--- src/rtl/mem_refill_fsm.sv ---
// Data-cache miss controller: optional victim writeback, then a line fill, then a one-cycle cache install.
// Optional perf counters are enabled by defining MEM_REFILL_PERF_CNT_EN.
module mem_refill_fsm #(
    parameter int INDEX_W = 2,
    parameter int TAG_W   = 26,
    parameter int LINE_W  = 128
) (
    input  logic              clk,
    input  logic              reset,
    input  logic              req_read,
    input  logic              req_write,
    input  logic [31:0]       addr,
    input  logic              hit,
    input  logic              dirty,
    input  logic [TAG_W-1:0]  victim_tag,
    input  logic [LINE_W-1:0] victim_data,
    input  logic              mem_ready,
    input  logic [LINE_W-1:0] mem_rdata,
    output logic              stall,
    output logic              mem_read,
    output logic              mem_write,
    output logic [31:0]       mem_addr,
    output logic [LINE_W-1:0] mem_wdata,
    output logic              fill_we,
    output logic [LINE_W-1:0] fill_data,
    output logic [TAG_W-1:0]  fill_tag,
    output logic [31:0]       miss_count,
    output logic [31:0]       wb_count
);

    typedef enum logic [1:0] {IDLE, WB, FILL, UPDATE} state_t;

    state_t            state, state_nx;
    logic              miss;
    logic [31:0]       line_addr, line_addr_nx;
    logic              mem_read_nx, mem_write_nx, fill_we_nx;
    logic [31:0]       mem_addr_nx;
    logic [LINE_W-1:0] mem_wdata_nx, fill_data_nx;
    logic [TAG_W-1:0]  fill_tag_nx;

    assign miss  = (req_read | req_write) & ~hit;
    assign stall = (state != IDLE) | miss;

    always_ff @(posedge clk or negedge reset) begin
        if (!reset) state <= IDLE;
        else        state <= state_nx;
    end

    always_comb begin
        state_nx = state;
        case (state)
            IDLE:    if (miss) state_nx = dirty ? WB : FILL;
            WB:      if (mem_ready) state_nx = FILL;
            FILL:    if (mem_ready) state_nx = UPDATE;
            default: state_nx = IDLE;
        endcase
    end

    // Next values of the registered outputs; everything holds unless a transition moves it.
    always_comb begin
        line_addr_nx = line_addr;
        mem_read_nx  = mem_read;
        mem_write_nx = mem_write;
        mem_addr_nx  = mem_addr;
        mem_wdata_nx = mem_wdata;
        fill_data_nx = fill_data;
        fill_tag_nx  = fill_tag;
        fill_we_nx   = 1'b0;
        case (state)
            IDLE: if (miss) begin
                line_addr_nx = addr & 32'hFFFF_FFF0;
                if (dirty) begin
                    mem_write_nx = 1'b1;
                    mem_addr_nx  = {victim_tag, addr[INDEX_W+3:4], 4'b0};
                    mem_wdata_nx = victim_data;
                end else begin
                    mem_read_nx  = 1'b1;
                    mem_addr_nx  = addr & 32'hFFFF_FFF0;
                end
            end
            WB: if (mem_ready) begin
                mem_write_nx = 1'b0;
                mem_read_nx  = 1'b1;
                mem_addr_nx  = line_addr;
            end
            FILL: if (mem_ready) begin
                mem_read_nx  = 1'b0;
                fill_data_nx = mem_rdata;
                fill_tag_nx  = line_addr[31:INDEX_W+4];
                fill_we_nx   = 1'b1;
            end
            default: ;
        endcase
    end

    always_ff @(posedge clk or negedge reset) begin
        if (!reset) begin
            line_addr <= '0;
            mem_read  <= 1'b0;
            mem_write <= 1'b0;
            mem_addr  <= '0;
            mem_wdata <= '0;
            fill_we   <= 1'b0;
            fill_data <= '0;
            fill_tag  <= '0;
        end else begin
            line_addr <= line_addr_nx;
            mem_read  <= mem_read_nx;
            mem_write <= mem_write_nx;
            mem_addr  <= mem_addr_nx;
            mem_wdata <= mem_wdata_nx;
            fill_we   <= fill_we_nx;
            fill_data <= fill_data_nx;
            fill_tag  <= fill_tag_nx;
        end
    end

`ifdef MEM_REFILL_PERF_CNT_EN
    always_ff @(posedge clk or negedge reset) begin
        if (!reset) begin
            miss_count <= '0;
            wb_count   <= '0;
        end else begin
            if (state == IDLE && state_nx != IDLE) miss_count <= miss_count + 32'd1;
            if (state == WB && state_nx == FILL)   wb_count   <= wb_count + 32'd1;
        end
    end
`else
    assign miss_count = 32'd0;
    assign wb_count   = 32'd0;
`endif

endmodule

--- config.mk ---
export PLATFORM = sky130hd
export DESIGN_NAME = mem_refill_fsm
export DESIGN_NICKNAME = d
export VERILOG_FILES = /design/src/rtl/mem_refill_fsm.sv
export SDC_FILE = /design/constraint.sdc
export NUM_CORES = 1
export LEC_CHECK = 0
export BUFFER_PORTS_ARGS = -buffer_cell sky130_fd_sc_hd__buf_2
export CAP_MARGIN = 25
export CORE_AREA = 8 8 268 270
export CTS_CLUSTER_SIZE = 16
export DETAILED_ROUTE_END_ITERATION = 10
export DIE_AREA = 0 0 276 278
export GPL_TIMING_DRIVEN = 1
export PLACE_DENSITY = 0.49
export SYNTH_ARGS = -nofsm -noshare
export SYNTH_HDL_FRONTEND = slang
export SYNTH_SLANG_ARGS = --single-unit
--- constraint.sdc ---
create_clock -name clk -period 1.7 [get_ports clk]
set_input_delay 0.17 -clock clk [delete_from_list [all_inputs] [get_ports clk]]
set_output_delay 0.17 -clock clk [all_outputs]
set_load 0.01 [all_outputs]
Word-level counts from Yosys, hierarchy flattened:

Cells that the tools add are included.

* register bits after elaboration: 347
* input port bits: 321
* output and inout bits: 382
* word-level logic and storage cells: 50

* eq/ne operators: 7
* multiplexer cells: 19
* bitwise gates (word level): 4
* reductions and logical operators: 11

Operator list (count)
* 32-bit two-way mux: 3
* 32-bit one-hot mux with 2 select lines: 1
* 2-bit != test, second input constant: 5
* 3-bit AND reduction: 3
* 1-bit two-way mux: 8
* 2-bit two-way mux: 4
* 2-bit one-hot mux with 3 select lines: 1
* 5-bit AND reduction: 1
* 2-bit AND reduction: 2
* 4-bit AND reduction: 1
* 2-bit nonzero test: 2
* 1-bit one-hot mux with 3 select lines: 1
* 3-bit nonzero test: 1
* 2-bit by 1-bit == test with 1-bit output, second input constant: 1
* 2-bit == test, second input constant: 1
* 2-bit zero test: 1
* 1-bit bitwise OR: 2
* 1-bit one-hot mux with 2 select lines: 1
* 1-bit AND: 1
* 1-bit NOT: 1

Logic depth before layout (Yosys ltp):

* depth in word-level cells: 4
* gate-level depth with buffers: 7
* gate-level depth less buffers: 5

Worst setup path after synthesis:

OpenSTA, ideal clock, no wires.

* path kind: register to register
* from: register state[1]
* to: register mem_addr[11]
* data arrival time: 1670 ps
* setup slack: -96 ps
* cell stages (with the launch flop): 8
* path buffers: 2
* period minus slack after synthesis: 1796 ps
* path through: dfrtp_1 -> inv_1 -> ha_1 -> buf_4 -> mux2i_1 -> a21oi_4 -> buf_8 -> mux2_4

* longest elaborated chain between the ends: 3

RTL lines
* start, declared: line 33 `state_t state, state_nx;`
* start signal, assigned: line 46 `else state <= state_nx;`
* 2-bit by 1-bit == test with 1-bit output / 2-bit zero test (equally long branches): line 69 `case (state)`
* 2-bit != test (no line) / 2-bit nonzero test (equally long branches)
* 3-bit AND reduction (no line)
* end signal, assigned: line 110 `mem_addr <= mem_addr_nx;`
* end, declared: line 22 `output logic [31:0] mem_addr,`

Several ways; a longest one is shown, not always the timed one.
A chain may end at the register's enable or synchronous reset.

Final worst setup path:

* from: register state[0]
* to: register mem_addr[10]

Same word-level chain as after synthesis.

==> results by group <==
Drt
  – Top sig layer: met4
  – Iteration-0 DRC Markers: approximately 370
  – Via density: between 3 and 4
  – Metal-1 WL: approximately 20,000 um
  – Metal3 WL: ~3700 um
  – DR DRC count: 0
  – Final ANT Viol Nets: 0
  – First-pass DRT Iterations: 4
  – Routed WL: between 50,000 and 60,000 um
  – Met2 WL: ~29,000 um
  – Routed vias: roughly 11,000
  – Avg WL per Cell: ~19 um

Job
  – Max_cap viols: 0

CTS
  – CTS tree: done
  – H-tree levels: 2
  – Root Driver: clkbuf_16
  – Clock sinks: roughly 340
  – CTS clk-pin slew, worst paths: roughly 0.06 ns
  – Worst-Skew Late Latency: 0.55 ns
  – CTS Buf Count: roughly 40
  – Buffers from clock root to sink, at most: 3

Placement
  – # port buffers: 630
  – DP Cell Count: between 2,000 and 2,500
  – Dpl ws: -0.117 ns
  – HPWL after DPL: ~37,000 um
  – GPL Wtd Cong: about 0.81

Floorplan
  – Full die area: approximately 77,000 um2
  – Boundary Pins: 703
  – FP Rows: 96
  – Die Y-Extent: around 280 um
  – Core Footprint: between 60,000 and 70,000 um2
  – Die W: between 200 and 300 um
  – Initial core utilization: 0.208

Min path
  – Hold Path Class: in2reg

Synth
  – Area leader, netlist: dfrtp_1
  – Synth area leaders: dfrtp_1 (61%), mux2_2 (25%), buf_4 (4.4%)
  – Avg Synthesized Cell Area: ~16 um2
  – Post-synth ARST share: 1.00
  – Sequential fraction of the synthesis area: 0.608
  – Top cell type's share of synthesized area: 0.608
  – Synth Cell Area: ~14,000 um2
  – Post-synth EDFFs: 0
  – Synth Register Bits: 343
  – Top FF cell, synth: dfrtp_1
  – Syn Inst Count: approximately 910
  – Most instantiated cells after synthesis: dfrtp_1 (343), mux2_2 (310), buf_4 (83)
  – Most common cell in the synthesized netlist: dfrtp_1
  – Library cells used by synthesis: 30
  – Synth warnings: 0

Critical path
  – Worst setup EP type: register
  – CP max stage cell: dfrtp_1
  – Crit-path max cell delay: about 0.41 ns
  – CP max FO: 7
  – Critical-path cell list: buf_6 -> ha_4 -> mux2i_4 -> a21oi_4 -> buf_12 -> buf_12 -> mux2_4
  – Crit path kind: reg2reg
  – Most frequent CP cell: buf_12
  – Worst setup SP type: register
  – CP required: between 2 and 2.5 ns
  – CP Data Arrival Time: between 2 and 2.5 ns

Layout
  – Post-route insts no fill: about 2,800
  – Final core occ: 0.358
  – Layout cell share with drive strength beyond 1: 0.587
  – Nets: around 2,300
  – Area growth, synth to finish: 72.0%

Timing
  – PnR worst setup slack: -0.104 ns
  – Minimum clock period: approximately 1.8 ns
  – Worst Skew: approximately 0.019 ns
  – # setup viols final: approximately 190
  – RSZ-0062 raised after global routing: true
  – Final Hold Fails: 0
  – Pins over their slew limit: 0
  – Least-Margin Pin Slew: roughly 0.54 ns
  – Slew HR: 0.637
  – Tcrit/Tclk final: 1.06
  – Fmax: ~550 MHz

Global routing
  – GRT Residual Overflow: 0
  – Number of global-route vias before repair: about 13,000
  – GRT Resource Usage Total: 0.127
  – First-pass GRT wire length: 78,200 um
  – Pin count of the biggest net entering global routing: 77
  – Initial antenna violation count: 3

Pwr
  – VDD IR max: between 0.0008 and 0.0009 V
  – Pwr Density: 1780 nW/um2
  – Leak: approximately 12 nW

Run status
  – Failing checks: negative setup slack
  – Status: complete, but fails checks
path summary, 6_finish.rpt:
check                          startpoint  slack (ns)  depth (start not counted)        endpoint
hold / removal             victim_tag[16]        0.06                          4    mem_addr[22]
setup / recovery                 state[0]       -0.10                          7    mem_addr[10]
setup reg to reg                 state[0]       -0.10                          7    mem_addr[10]
min in group asynchronous           reset        0.10                          2  mem_wdata[103]
max in group asynchronous           reset        0.80                          4   fill_data[29]
hold reg to reg             mem_wdata[20]        0.50                          1   mem_wdata[20]
layout make-up:
cell class | instances | area (um2)
Clock buffer | 57 | 1180
Tap cell | 882 | 1100
Timing Repair Buffer | 1018 | 7620
Clock inverter | 16 | 245
Multi-Input combinational cell | 514 | 5490
Antenna cell | 3 | 7.51
Fill cell | 6552 | 43500
Sequential cell | 343 | 8580
Inverter | 6 | 35.0
kinds of logic after synthesis:
| kind of cell | share of synthesized area |
|---|---|
| AOI/OAI and AO/OA | 0.0170 |
| adders and majority gates | 0.00443 |
| buffers and inverters | 0.0626 |
| DFF | 0.608 |
| muxes | 0.297 |
| other | 0.000266 |
| and+or+nand+nor | 0.0100 |
what timing repair did:
action | CTS | global route
gates resized for setup | 55 | 163
hold buffers | 289 | 0
setup endpoints to repair | 220 | 282
pin swaps | 1 | 2
gates cloned | 8 | 14
endpoints found under the hold margin | 560 | 0
buffers inserted | 19 | 10
metrics by stage:
step | instance area, um2 | setup TNS [ns] | total power [W] | hold slack, ns
2_1_floorplan | 14400 | -0.572 | 0.0230 | -0.126
3_3_place_gp | 18400 | -12.92 | 0.0297 | 0.0857
3_5_place_dp | 18400 | -15.08 | 0.0301 | 0.0854
4_1_cts | 23300 | -15.52 | 0.0416 | 0.00191
5_1_grt | 24300 | -20.45 | 0.0455 | 0.0433
6_report | 24300 | -9.63 | 0.0431 | 0.0573
critical path: cells and delay by family, from the launching register on:
kind | cells | cell delay, ns
flip-flops | 1 | 0.41
buffers and inverters | 3 | 0.44
adder cells (fa/ha/maj) | 1 | 0.17
multiplexers | 2 | 0.49
AO/OA/AOI/OAI | 1 | 0.17
state kept, by name (all words and copies together) (netlist names):
register and count:
fill_data 128, mem_read 1, fill_tag 26, mem_write 1
mem_wdata 128, state 2, mem_addr 28, line_addr 28
fill_we 1
power breakdown:
| part | internal, W | switching [W] | total (W) |
|---|---|---|---|
| logic | 0.0107 | 0.00839 | 0.0190 |
| registers | 0.0124 | 0.00237 | 0.0148 |
| clock network | 0.00575 | 0.00353 | 0.00929 |
per-layer routing:
layer / global-route usage / vias up
met5: 0 / -
met4: 0.0430 / 0
met3: 0.0403 / 97
met2: 0.238 / 459
met1: 0.135 / 5574
li1: - / 5075
layout by cell type, fill, tap and decap left out, types with 2 or more instances in the layout:
cell type,n
nand2_8,2
a2bb2oi_1,2
mux2_2,186
buf_4,31
ha_4,3
buf_12,24
inv_2,2
a21oi_1,2
mux2_4,155
bufinv_16,6
clkbuf_8,5
o21bai_1,2
dlygate4sd3_1,289
diode_2,3
clkinvlp_4,3
mux2i_1,27
buf_16,9
o21ai_0,28
buf_8,16
ha_1,2
clkbuf_1,9
clkinv_2,5
buf_6,10
conb_1,68
buf_2,628
inv_1,3
clkbuf_16,54
nand2_1,26
dfrtp_1,343
Power figures use the tool's default switching activity.
